[src/rtl/chess_turn_timer_pkg.sv]
// Shared encodings for the chess turn timer and the layout controller.
// Player constants match the layout controller's activePlayer encoding.
package chess_turn_timer_pkg;

    typedef enum logic [2:0] {
        IDLE      = 3'd0,
        RUN_WHITE = 3'd1,
        RUN_BLACK = 3'd2,
        PAUSED    = 3'd3,
        TIMEOUT   = 3'd4
    } state_e;

    localparam logic WHITE_PLAYER = 1'b1;
    localparam logic BLACK_PLAYER = 1'b0;

    function automatic logic is_running(input state_e s);
        return (s == RUN_WHITE) || (s == RUN_BLACK);
    endfunction

endpackage

[src/rtl/chess_turn_timer_if.sv]
// Control pulses in, turn/time status out, between the game
// inputs, the layout controller, the display and the turn timer.
interface chess_turn_timer_if #(
    parameter int TIME_WIDTH = 10
);
    logic                  startGame;
    logic                  pauseToggle;
    logic                  moveDone;
    logic                  activePlayer;
    logic                  moveEnable;
    logic [TIME_WIDTH-1:0] whiteSeconds;
    logic [TIME_WIDTH-1:0] blackSeconds;
    logic                  timeoutFlag;
    logic                  loser;

    modport master (
        output startGame,
        output pauseToggle,
        output moveDone,
        input  activePlayer,
        input  moveEnable,
        input  whiteSeconds,
        input  blackSeconds,
        input  timeoutFlag,
        input  loser
    );

    modport slave (
        input  startGame,
        input  pauseToggle,
        input  moveDone,
        output activePlayer,
        output moveEnable,
        output whiteSeconds,
        output blackSeconds,
        output timeoutFlag,
        output loser
    );

endinterface

[src/rtl/chess_turn_timer_one_second_prescaler.sv]
// Divides the system clock down to a one-second tick.
// Tick fires on the wrap cycle, CLOCK_FREQUENCY cycles after a clear.
module one_second_prescaler #(
    parameter int CLOCK_FREQUENCY = 50000000
) (
    input  logic clock,
    input  logic resetApp,
    input  logic hold_i,
    input  logic clear_i,
    output logic tick_o
);
    localparam int CW = $clog2(CLOCK_FREQUENCY);
    localparam logic [CW-1:0] LAST = CW'(CLOCK_FREQUENCY - 1);

    logic [CW-1:0] cnt_q, cnt_d;

    assign tick_o = !hold_i && (cnt_q == LAST);

    always_comb begin
        cnt_d = cnt_q;
        if (clear_i) begin
            cnt_d = '0;
        end else if (!hold_i) begin
            cnt_d = (cnt_q == LAST) ? '0 : cnt_q + CW'(1);
        end
    end

    always_ff @(posedge clock or negedge resetApp) begin
        if (!resetApp) begin
            cnt_q <= '0;
        end else begin
            cnt_q <= cnt_d;
        end
    end

endmodule

[src/rtl/chess_turn_timer.sv]
// Turn scheduler: owns the right-to-move token, runs both player
// clocks and declares a loss on time.
module chess_turn_timer #(
    parameter int CLOCK_FREQUENCY   = 50000000,
    parameter int INITIAL_SECONDS   = 300,
    parameter int INCREMENT_SECONDS = 0,
    parameter int TIME_WIDTH        = 10
) (
    input logic               clock,
    input logic               resetApp,
    chess_turn_timer_if.slave bus
);
    import chess_turn_timer_pkg::*;

    localparam logic [TIME_WIDTH-1:0] INIT = TIME_WIDTH'(INITIAL_SECONDS);
    localparam logic [TIME_WIDTH-1:0] ONE  = TIME_WIDTH'(1);

    state_e                state_q, state_d;
    state_e                saved_q, saved_d;
    logic [TIME_WIDTH-1:0] white_q, white_d;
    logic [TIME_WIDTH-1:0] black_q, black_d;
    logic                  player_q, player_d;
    logic                  loser_q, loser_d;
    logic                  enable_q, enable_d;
    logic                  timeout_q, timeout_d;

    logic                  run;
    logic                  tick;
    logic                  clear;
    logic [TIME_WIDTH-1:0] white_cr, black_cr;
    logic [TIME_WIDTH-1:0] active_secs;

    assign run = is_running(state_q);

    one_second_prescaler #(
        .CLOCK_FREQUENCY(CLOCK_FREQUENCY)
    ) u_prescaler (
        .clock   (clock),
        .resetApp(resetApp),
        .hold_i  (!run),
        .clear_i (clear),
        .tick_o  (tick)
    );

    // Mover's credit after a committed move, saturating at all-ones.
    if (INCREMENT_SECONDS == 0) begin : g_no_inc
        assign white_cr = white_q;
        assign black_cr = black_q;
    end else begin : g_inc
        localparam logic [31:0] MAXV = 32'((1 << TIME_WIDTH) - 1);
        logic [31:0] white_sum, black_sum;
        assign white_sum = 32'(white_q) + 32'(INCREMENT_SECONDS);
        assign black_sum = 32'(black_q) + 32'(INCREMENT_SECONDS);
        assign white_cr  = (white_sum > MAXV) ? '1
                                              : white_sum[TIME_WIDTH-1:0];
        assign black_cr  = (black_sum > MAXV) ? '1
                                              : black_sum[TIME_WIDTH-1:0];
    end

    assign active_secs = (state_q == RUN_WHITE) ? white_q : black_q;

    always_comb begin
        state_d  = state_q;
        saved_d  = saved_q;
        white_d  = white_q;
        black_d  = black_q;
        player_d = player_q;
        loser_d  = loser_q;
        clear    = 1'b0;

        if (bus.startGame) begin
            state_d  = RUN_WHITE;
            white_d  = INIT;
            black_d  = INIT;
            player_d = WHITE_PLAYER;
            loser_d  = BLACK_PLAYER;
            clear    = 1'b1;
        end else begin
            unique case (state_q)
                RUN_WHITE, RUN_BLACK: begin
                    // A move beats a coincident tick; that tick is dropped.
                    if (bus.moveDone) begin
                        clear = 1'b1;
                        if (state_q == RUN_WHITE) begin
                            white_d  = white_cr;
                            player_d = BLACK_PLAYER;
                            state_d  = RUN_BLACK;
                        end else begin
                            black_d  = black_cr;
                            player_d = WHITE_PLAYER;
                            state_d  = RUN_WHITE;
                        end
                    end else if (tick) begin
                        if (active_secs <= ONE) begin
                            state_d = TIMEOUT;
                            loser_d = player_q;
                            if (state_q == RUN_WHITE) white_d = '0;
                            else                      black_d = '0;
                        end else if (state_q == RUN_WHITE) begin
                            white_d = white_q - ONE;
                        end else begin
                            black_d = black_q - ONE;
                        end
                    end
                    if (bus.pauseToggle && state_d != TIMEOUT) begin
                        saved_d = state_d;
                        state_d = PAUSED;
                    end
                end
                PAUSED: begin
                    if (bus.pauseToggle) state_d = saved_q;
                end
                default: ;
            endcase
        end

        enable_d  = is_running(state_d);
        timeout_d = (state_d == TIMEOUT);
    end

    always_ff @(posedge clock or negedge resetApp) begin
        if (!resetApp) begin
            state_q   <= IDLE;
            saved_q   <= RUN_WHITE;
            white_q   <= INIT;
            black_q   <= INIT;
            player_q  <= WHITE_PLAYER;
            loser_q   <= BLACK_PLAYER;
            enable_q  <= 1'b0;
            timeout_q <= 1'b0;
        end else begin
            state_q   <= state_d;
            saved_q   <= saved_d;
            white_q   <= white_d;
            black_q   <= black_d;
            player_q  <= player_d;
            loser_q   <= loser_d;
            enable_q  <= enable_d;
            timeout_q <= timeout_d;
        end
    end

    assign bus.activePlayer = player_q;
    assign bus.moveEnable   = enable_q;
    assign bus.whiteSeconds = white_q;
    assign bus.blackSeconds = black_q;
    assign bus.timeoutFlag  = timeout_q;
    assign bus.loser        = loser_q;

endmodule
[src/flat_wrapper.sv]
// flat-port wrapper written by rule: the top's interface ports become plain ports
module chess_turn_timer_flat import chess_turn_timer_pkg::*;
#(
    parameter int CLOCK_FREQUENCY   = 50000000,
    parameter int INITIAL_SECONDS   = 300,
    parameter int INCREMENT_SECONDS = 0,
    parameter int TIME_WIDTH        = 10
)
  (clock, resetApp, bus_startGame, bus_pauseToggle, bus_moveDone, bus_activePlayer, bus_moveEnable, bus_whiteSeconds, bus_blackSeconds, bus_timeoutFlag, bus_loser);
  chess_turn_timer_if #(.TIME_WIDTH(TIME_WIDTH)) bus_i ();
  input logic clock;
  input logic resetApp;
  input wire logic [$bits(bus_i.startGame)-1:0] bus_startGame;
  input wire logic [$bits(bus_i.pauseToggle)-1:0] bus_pauseToggle;
  input wire logic [$bits(bus_i.moveDone)-1:0] bus_moveDone;
  output wire logic [$bits(bus_i.activePlayer)-1:0] bus_activePlayer;
  output wire logic [$bits(bus_i.moveEnable)-1:0] bus_moveEnable;
  output wire logic [$bits(bus_i.whiteSeconds)-1:0] bus_whiteSeconds;
  output wire logic [$bits(bus_i.blackSeconds)-1:0] bus_blackSeconds;
  output wire logic [$bits(bus_i.timeoutFlag)-1:0] bus_timeoutFlag;
  output wire logic [$bits(bus_i.loser)-1:0] bus_loser;
  assign bus_i.startGame = bus_startGame;
  assign bus_i.pauseToggle = bus_pauseToggle;
  assign bus_i.moveDone = bus_moveDone;
  assign bus_activePlayer = bus_i.activePlayer;
  assign bus_moveEnable = bus_i.moveEnable;
  assign bus_whiteSeconds = bus_i.whiteSeconds;
  assign bus_blackSeconds = bus_i.blackSeconds;
  assign bus_timeoutFlag = bus_i.timeoutFlag;
  assign bus_loser = bus_i.loser;
  chess_turn_timer #(.CLOCK_FREQUENCY(CLOCK_FREQUENCY), .INITIAL_SECONDS(INITIAL_SECONDS), .INCREMENT_SECONDS(INCREMENT_SECONDS), .TIME_WIDTH(TIME_WIDTH)) u_core (.clock(clock), .resetApp(resetApp), .bus(bus_i));
endmodule
[config.mk]
export PLATFORM = sky130hd
export DESIGN_NAME = chess_turn_timer_flat
export DESIGN_NICKNAME = d
export VERILOG_FILES = /design/src/rtl/chess_turn_timer_pkg.sv /design/src/rtl/chess_turn_timer_if.sv /design/src/rtl/chess_turn_timer_one_second_prescaler.sv /design/src/rtl/chess_turn_timer.sv /design/src/flat_wrapper.sv
export SDC_FILE = /design/constraint.sdc
export NUM_CORES = 1
export LEC_CHECK = 0
export ABC_AREA = 1
export CAP_MARGIN = 20
export CORE_AREA = 4 4 94 96
export DETAILED_ROUTE_END_ITERATION = 8
export DIE_AREA = 0 0 98 100
export DONT_BUFFER_PORTS = 1
export GPL_ROUTABILITY_DRIVEN = 0
export PLACE_DENSITY_LB_ADDON = 0.08
export SLEW_MARGIN = 20
export SYNTH_ARGS = -nofsm -noshare
export SYNTH_HDL_FRONTEND = slang
export SYNTH_SLANG_ARGS = --single-unit
export TNS_END_PERCENT = 30
[constraint.sdc]
create_clock -name clock -period 2.6 [get_ports clock]
set_input_delay 0.39 -clock clock [delete_from_list [all_inputs] [get_ports clock]]
set_output_delay 0.39 -clock clock [all_outputs]
set_load 0.005 [all_outputs]
Word-level counts from Yosys, hierarchy flattened
Index checks and enable logic that the tools add are counted.
{"block": "word_totals", "memories": 0, "mem_bits_rw": 0, "register_bits": 56, "latch_bits": 0, "rom_bits": 0, "inputBits": 5, "word_cells": 80, "output_inout_bits": 24}
{"block": "op_classes", "n_addsub": 3, "reduce_logical": 16, "n_bitwise": 1, "mux": 40, "order_cmp": 1, "shifts": 0, "n_div": 0, "eq_ne": 10, "multipliers": 0}
{"operator": "$mux W10", "n": 15}
{"operator": "$mux W26", "n": 3}
{"operator": "$add A26 B1 Y26 const B", "n": 1}
{"operator": "$eq A26 B26 Y1 const B", "n": 1}
{"operator": "$mux W3", "n": 8}
{"operator": "$sub A10 B1 Y10 const B", "n": 2}
{"operator": "$mux W1", "n": 12}
{"operator": "$reduce_and A4 Y1", "n": 3}
{"operator": "$reduce_bool A2 Y1", "n": 6}
{"operator": "$le A10 B1 Y1 const B", "n": 1}
{"operator": "$eq A3 B2 Y1 const B", "n": 3}
{"operator": "$eq A3 B1 Y1 const B", "n": 2}
{"operator": "$pmux W3 S2", "n": 1}
{"operator": "$ne A2 B2 Y1 const B", "n": 2}
{"operator": "$eq A3 B3 Y1 const B", "n": 1}
{"operator": "$ne A3 B3 Y1 const B", "n": 1}
{"operator": "$reduce_and A3 Y1", "n": 1}
{"operator": "$logic_and A1 B1 Y1", "n": 2}
{"operator": "$logic_or A1 B1 Y1", "n": 2}
{"operator": "$mux W2", "n": 1}
{"operator": "$reduce_and A2 Y1", "n": 1}
{"operator": "$reduce_or A2 Y1", "n": 1}
{"operator": "$not A1 Y1", "n": 1}

Depth between registers and ports, before layout
{"block": "logic_depth", "word_depth": 15, "mapped_depth": 17, "mapped_depth_nobuf": 17}

By module
A second synthesis with hierarchy kept.
{"block": "hier_totals", "cells_unflattened": 470, "area_unflattened_um2": 3440.8}
{"module": "chess_turn_timer", "cells_each": 225, "seq_area_each_um2": 763.2, "instances": 1, "area_per_inst_um2": 1756.7}
{"module": "one_second_prescaler", "cells_each": 245, "seq_area_each_um2": 650.6, "instances": 1, "area_per_inst_um2": 1684.1}

Worst setup path after synthesis
No wires, ideal clock.
{"block": "synth_timing", "path_kind": "register to register", "startpoint": "register u_core.u_prescaler.cnt_q[0]", "endpoint": "register u_core.black_q[9], in the netlist u_core.bus.blackSeconds[9]", "t_required_ns": 2.471, "setup_time_ns": 0.129, "path_buffers": 1, "period_less_slack_ns": 1.938, "slack_ns": 0.662, "arrival_time_ns": 1.810, "stages_incl_launch_ff": 12, "cell_sequence": "dfrtp_1 -> ha_1 -> nand3_1 -> inv_1 -> nand2_1 -> nor3_1 -> nand3b_1 -> o31ai_4 -> nand2_4 -> buf_6 -> nor3_1 -> nor3b_1"}
{"block": "synth_between", "elab_chain_cells": 4}
{"element": "start, declared", "line_no": "chess_turn_timer_one_second_prescaler.sv:15", "rtl": "logic [CW-1:0] cnt_q, cnt_d;"}
{"element": "start signal, assigned", "line_no": "chess_turn_timer_one_second_prescaler.sv:32", "rtl": "cnt_q <= cnt_d;"}
{"element": "$eq A26 B26 Y1", "line_no": "chess_turn_timer_one_second_prescaler.sv:17", "rtl": "assign tick_o = !hold_i && (cnt_q == LAST);"}
{"element": "$logic_and A1 B1 Y1", "line_no": "chess_turn_timer_one_second_prescaler.sv:17"}
{"element": "$reduce_bool A2 Y1 (no line)"}
{"element": "$reduce_and A4 Y1 (no line)"}
{"element": "end signal, assigned", "line_no": "chess_turn_timer.sv:135", "rtl": "black_q <= black_d;"}
{"element": "end, declared", "line_no": "chess_turn_timer.sv:21", "rtl": "logic [TIME_WIDTH-1:0] black_q, black_d;"}
Every way passes these cells.
A chain may end at the register's enable or synchronous reset.

Worst setup path after layout
{"block": "layout_timing", "startpoint": "register u_core.u_prescaler.cnt_q[0]", "endpoint": "register u_core.black_q[4], in the netlist u_core.bus.blackSeconds[4]"}
Same word-level chain as after synthesis.

==> reports/summary.txt <==
Clock transition at path regs - 0.10 ns
switch share - 0.411
Leak - 0.00162 µW
top_reg_cell synth - dfrtp_1
Yosys warning count - 0
Critical Path Start Type - flop
setup_tns - 0 ns
area grow syn2layout - 6.55%
vias in the first global route - 2693
period utilisation layout - 0.891
area of the multi-input gates - 1660 µm²
#FFs+latches synth - 56
Skew-Pair Late Insertion Delay - 0.31 ns
maximum vdd drop - 0.000202 V
Period minus WS final - 2.32 ns
clock tree buffer depth - 2
GRT Total Usage - 0.163
Yosys top cell by area - dfrtp_1
most common cell after layout, fill and taps aside - nand2_1
commonest cells after routing, fill and taps aside - nand2_1 (75), nor2_1 (59), inv_1 (54)
RSZ-0062 raised after global routing - false
Post-Syn Area per Cell - 7.87 µm²
Worst Tran Pin Value - 0.512 ns
DIE AREA - 9800 µm²
cell count after synthesis - 425
Final #Nets - 438
dpl cell area - 3440 µm²
largest net degree at the start of global routing - 57
path category of the worst min-delay check - input port to flop
fraction of synthesized cell area taken by the top area cell type - 0.344
Clk pwr share - 0.174
syn_nets - 433
met1 Usage GRT - 0.217
Mapped Area - 3340 µm²
busiest grt layer - met2
design area - 3560 µm²
Ant. Diodes - 0
grt ovf - 0
worst endpoint required time - 2.79 ns
Crit Path Category - flop to flop
initial antenna violation count - 0
Cells after DPL - 526
fin cells - 536
Psw - 1120 µW
crit end category - flop
via count - 2712
drt pass-1 iters - 4
Critical Path AT - 2.51 ns
post-synth cell types - 45
Via density - 5.06
global-route track usage on met3 - 0.0320
initial core utilization - 0.415
final hold vios - 0
final setup violation count - 0
combinational share of power - 0.365
Detailed Place HPWL - 5590 µm
fillers - 808
Port Buffers - 0
register area - 1410 µm²
H-Tree Depth - 2
Flop pwr share - 0.461
status - completed
internal power - 1610 µW
post-route ant nets - 0
DIE WIDTH - 98 µm
hold slack - 0.237 ns
IO Pins - 29
Slew HR - 0.656
DR DRC count - 0
Post-synth EDFFs - 0
drt initial violations - 90
sequential area share after synthesis - 0.423
Power Dens Cells - 768 nW/µm²
max-slew violations - 0
# rows - 33
clk sinks - 56
CTS Root Cell - clkbuf_8
top post-synthesis cells by area - dfrtp_1 (34%), nand2_1 (8.4%), dfstp_2 (7.9%), nor2_1 (6.7%), inv_1 (6.1%)
first-pass GRT wire length - 13100 µm
met2 Track Usage GR - 0.272
routed wire length - 7550 µm
maxcap violations - 0
CTS tree - yes
die height - 100 µm
Max Clock Skew - 0.0150 ns
Peak Freq - 432 MHz
routed wire length per instance - 14.1 µm
CP max FO - 5
core area - 8050 µm²
layout cell share with drive strength beyond 1 - 0.144
CTS buffer count - 5
Post-synth ARST share - 1.00
==> logic make-up (layout without fill, tap and decap cells) <==
kind of cell	after synthesis	after routing	share of synthesized area
compound gates	69	69	0.129
xor+xnor	14	14	0.0367
fa+ha+maj	3	3	0.0112
buf+inv	66	72	0.0808
flops	56	56	0.423
mux	3	3	0.00973
simple gates	214	214	0.309
==> sequential cells by signal, indices dropped and copies added (netlist names) <==
name                      flops
u_core.state_q                3
u_core.u_prescaler.cnt_q     26
u_core.bus.activePlayer       1
u_core.bus.moveEnable         1
u_core.bus.loser              1
u_core.saved_q                3
u_core.bus.timeoutFlag        1
u_core.bus.whiteSeconds      10
u_core.bus.blackSeconds      10
==> what timing repair did <==
| action | 4_1_cts | 5_1_grt |
|---|---|---|
| gates resized for setup | 0 | 1 |
| hold endpoints to repair | 56 | 0 |
| hold buffers | 2 | 0 |
| setup buffers | 0 | 0 |
| endpoints found under the setup margin | 0 | 2 |
==> final cells by class <==
class,count,area share
multi-input combinational,303,0.466
sequential,56,0.397
inverter,61,0.0643
tap,105,0.0369
clock buffer,7,0.0214
timing repair buffer,3,0.0126
clock inverter,1,0.00140
==> critical path: stages, from the launching register on <==
cell,delay [ns]
dfrtp_1,0.40
ha_1,0.19
nand3_1,0.11
inv_1,0.08
nand2_1,0.07
nor3_1,0.15
nand3b_1,0.18
o31ai_4,0.41
nand2_1,0.23
nor2_1,0.28
nor2_1,0.09
==> synth_stat cells (2+ instances only) <==
cell and count:
nand2_1 75, nor2_1 60, inv_1 54, dfrtp_1 46, a21oi_1 30, nor3_1 22
nand3_1 15, o21ai_0 14, xor2_1 12, dfstp_2 10, nand2_2 9, inv_2 7
nand2_4 5, nor2_2 5, o21ai_1 5, nand4_1 4, nor3b_1 4, nor4_1 4
o21a_1 4, buf_6 3, ha_1 3, a211oi_1 2, a31oi_1 2, clkbuf_1 2
mux2_2 2, nand3_2 2, nand3b_1 2, o211a_1 2, o21ai_2 2, o31ai_2 2
xnor2_1 2
==> layer usage <==
metal  up-vias  wire [µm]  share of wire
li1       1396          -              -
met1      1265       3600           0.48
met2        41       3560           0.47
met3        10        249          0.033
met4         0        136          0.018
met5         -          0              0
==> path summary, 6_finish.rpt <==
path	startpoint	to	slack, ns	cells after the start
max	u_core.u_prescaler.cnt_q[0]$_DFFE_PN0P_	u_core.bus.blackSeconds[4]$_DFFE_PN0P_	0.28	10
min	bus_startGame	u_core.bus.activePlayer$_DFFE_PN1P_	0.24	3
max reg2reg	u_core.u_prescaler.cnt_q[0]$_DFFE_PN0P_	u_core.bus.blackSeconds[4]$_DFFE_PN0P_	0.28	10
min reg2reg	u_core.saved_q[2]$_DFFE_PN0P_	u_core.saved_q[2]$_DFFE_PN0P_	0.49	2
max in group asynchronous	resetApp	u_core.bus.whiteSeconds[5]$_DFFE_PN1P_	1.69	2
min in group asynchronous	resetApp	u_core.bus.blackSeconds[9]$_DFFE_PN0P_	0.61	2
==> power groups by stage <==
stage | Sequential, µW | Clock (µW) | Combinational (µW)
2_1_floorplan | 1230 | 0 | 831
3_3_place_gp | 1280 | 0 | 968
3_5_place_dp | 1280 | 0 | 977
4_1_cts | 1260 | 499 | 1000
5_1_grt | 1290 | 539 | 1130
6_report | 1260 | 477 | 998
==> stage by stage <==
step,util,total power (µW),setup WS [ns]
detailed placement,0.427,2260,0.268
CTS,0.442,2770,0.239
global route,0.442,2970,0.00463
finish,0.442,2740,0.283
floorplan,-,2060,0.662
global placement,0.427,2250,0.306
Note: power is estimated with default switching activity, not from simulation.
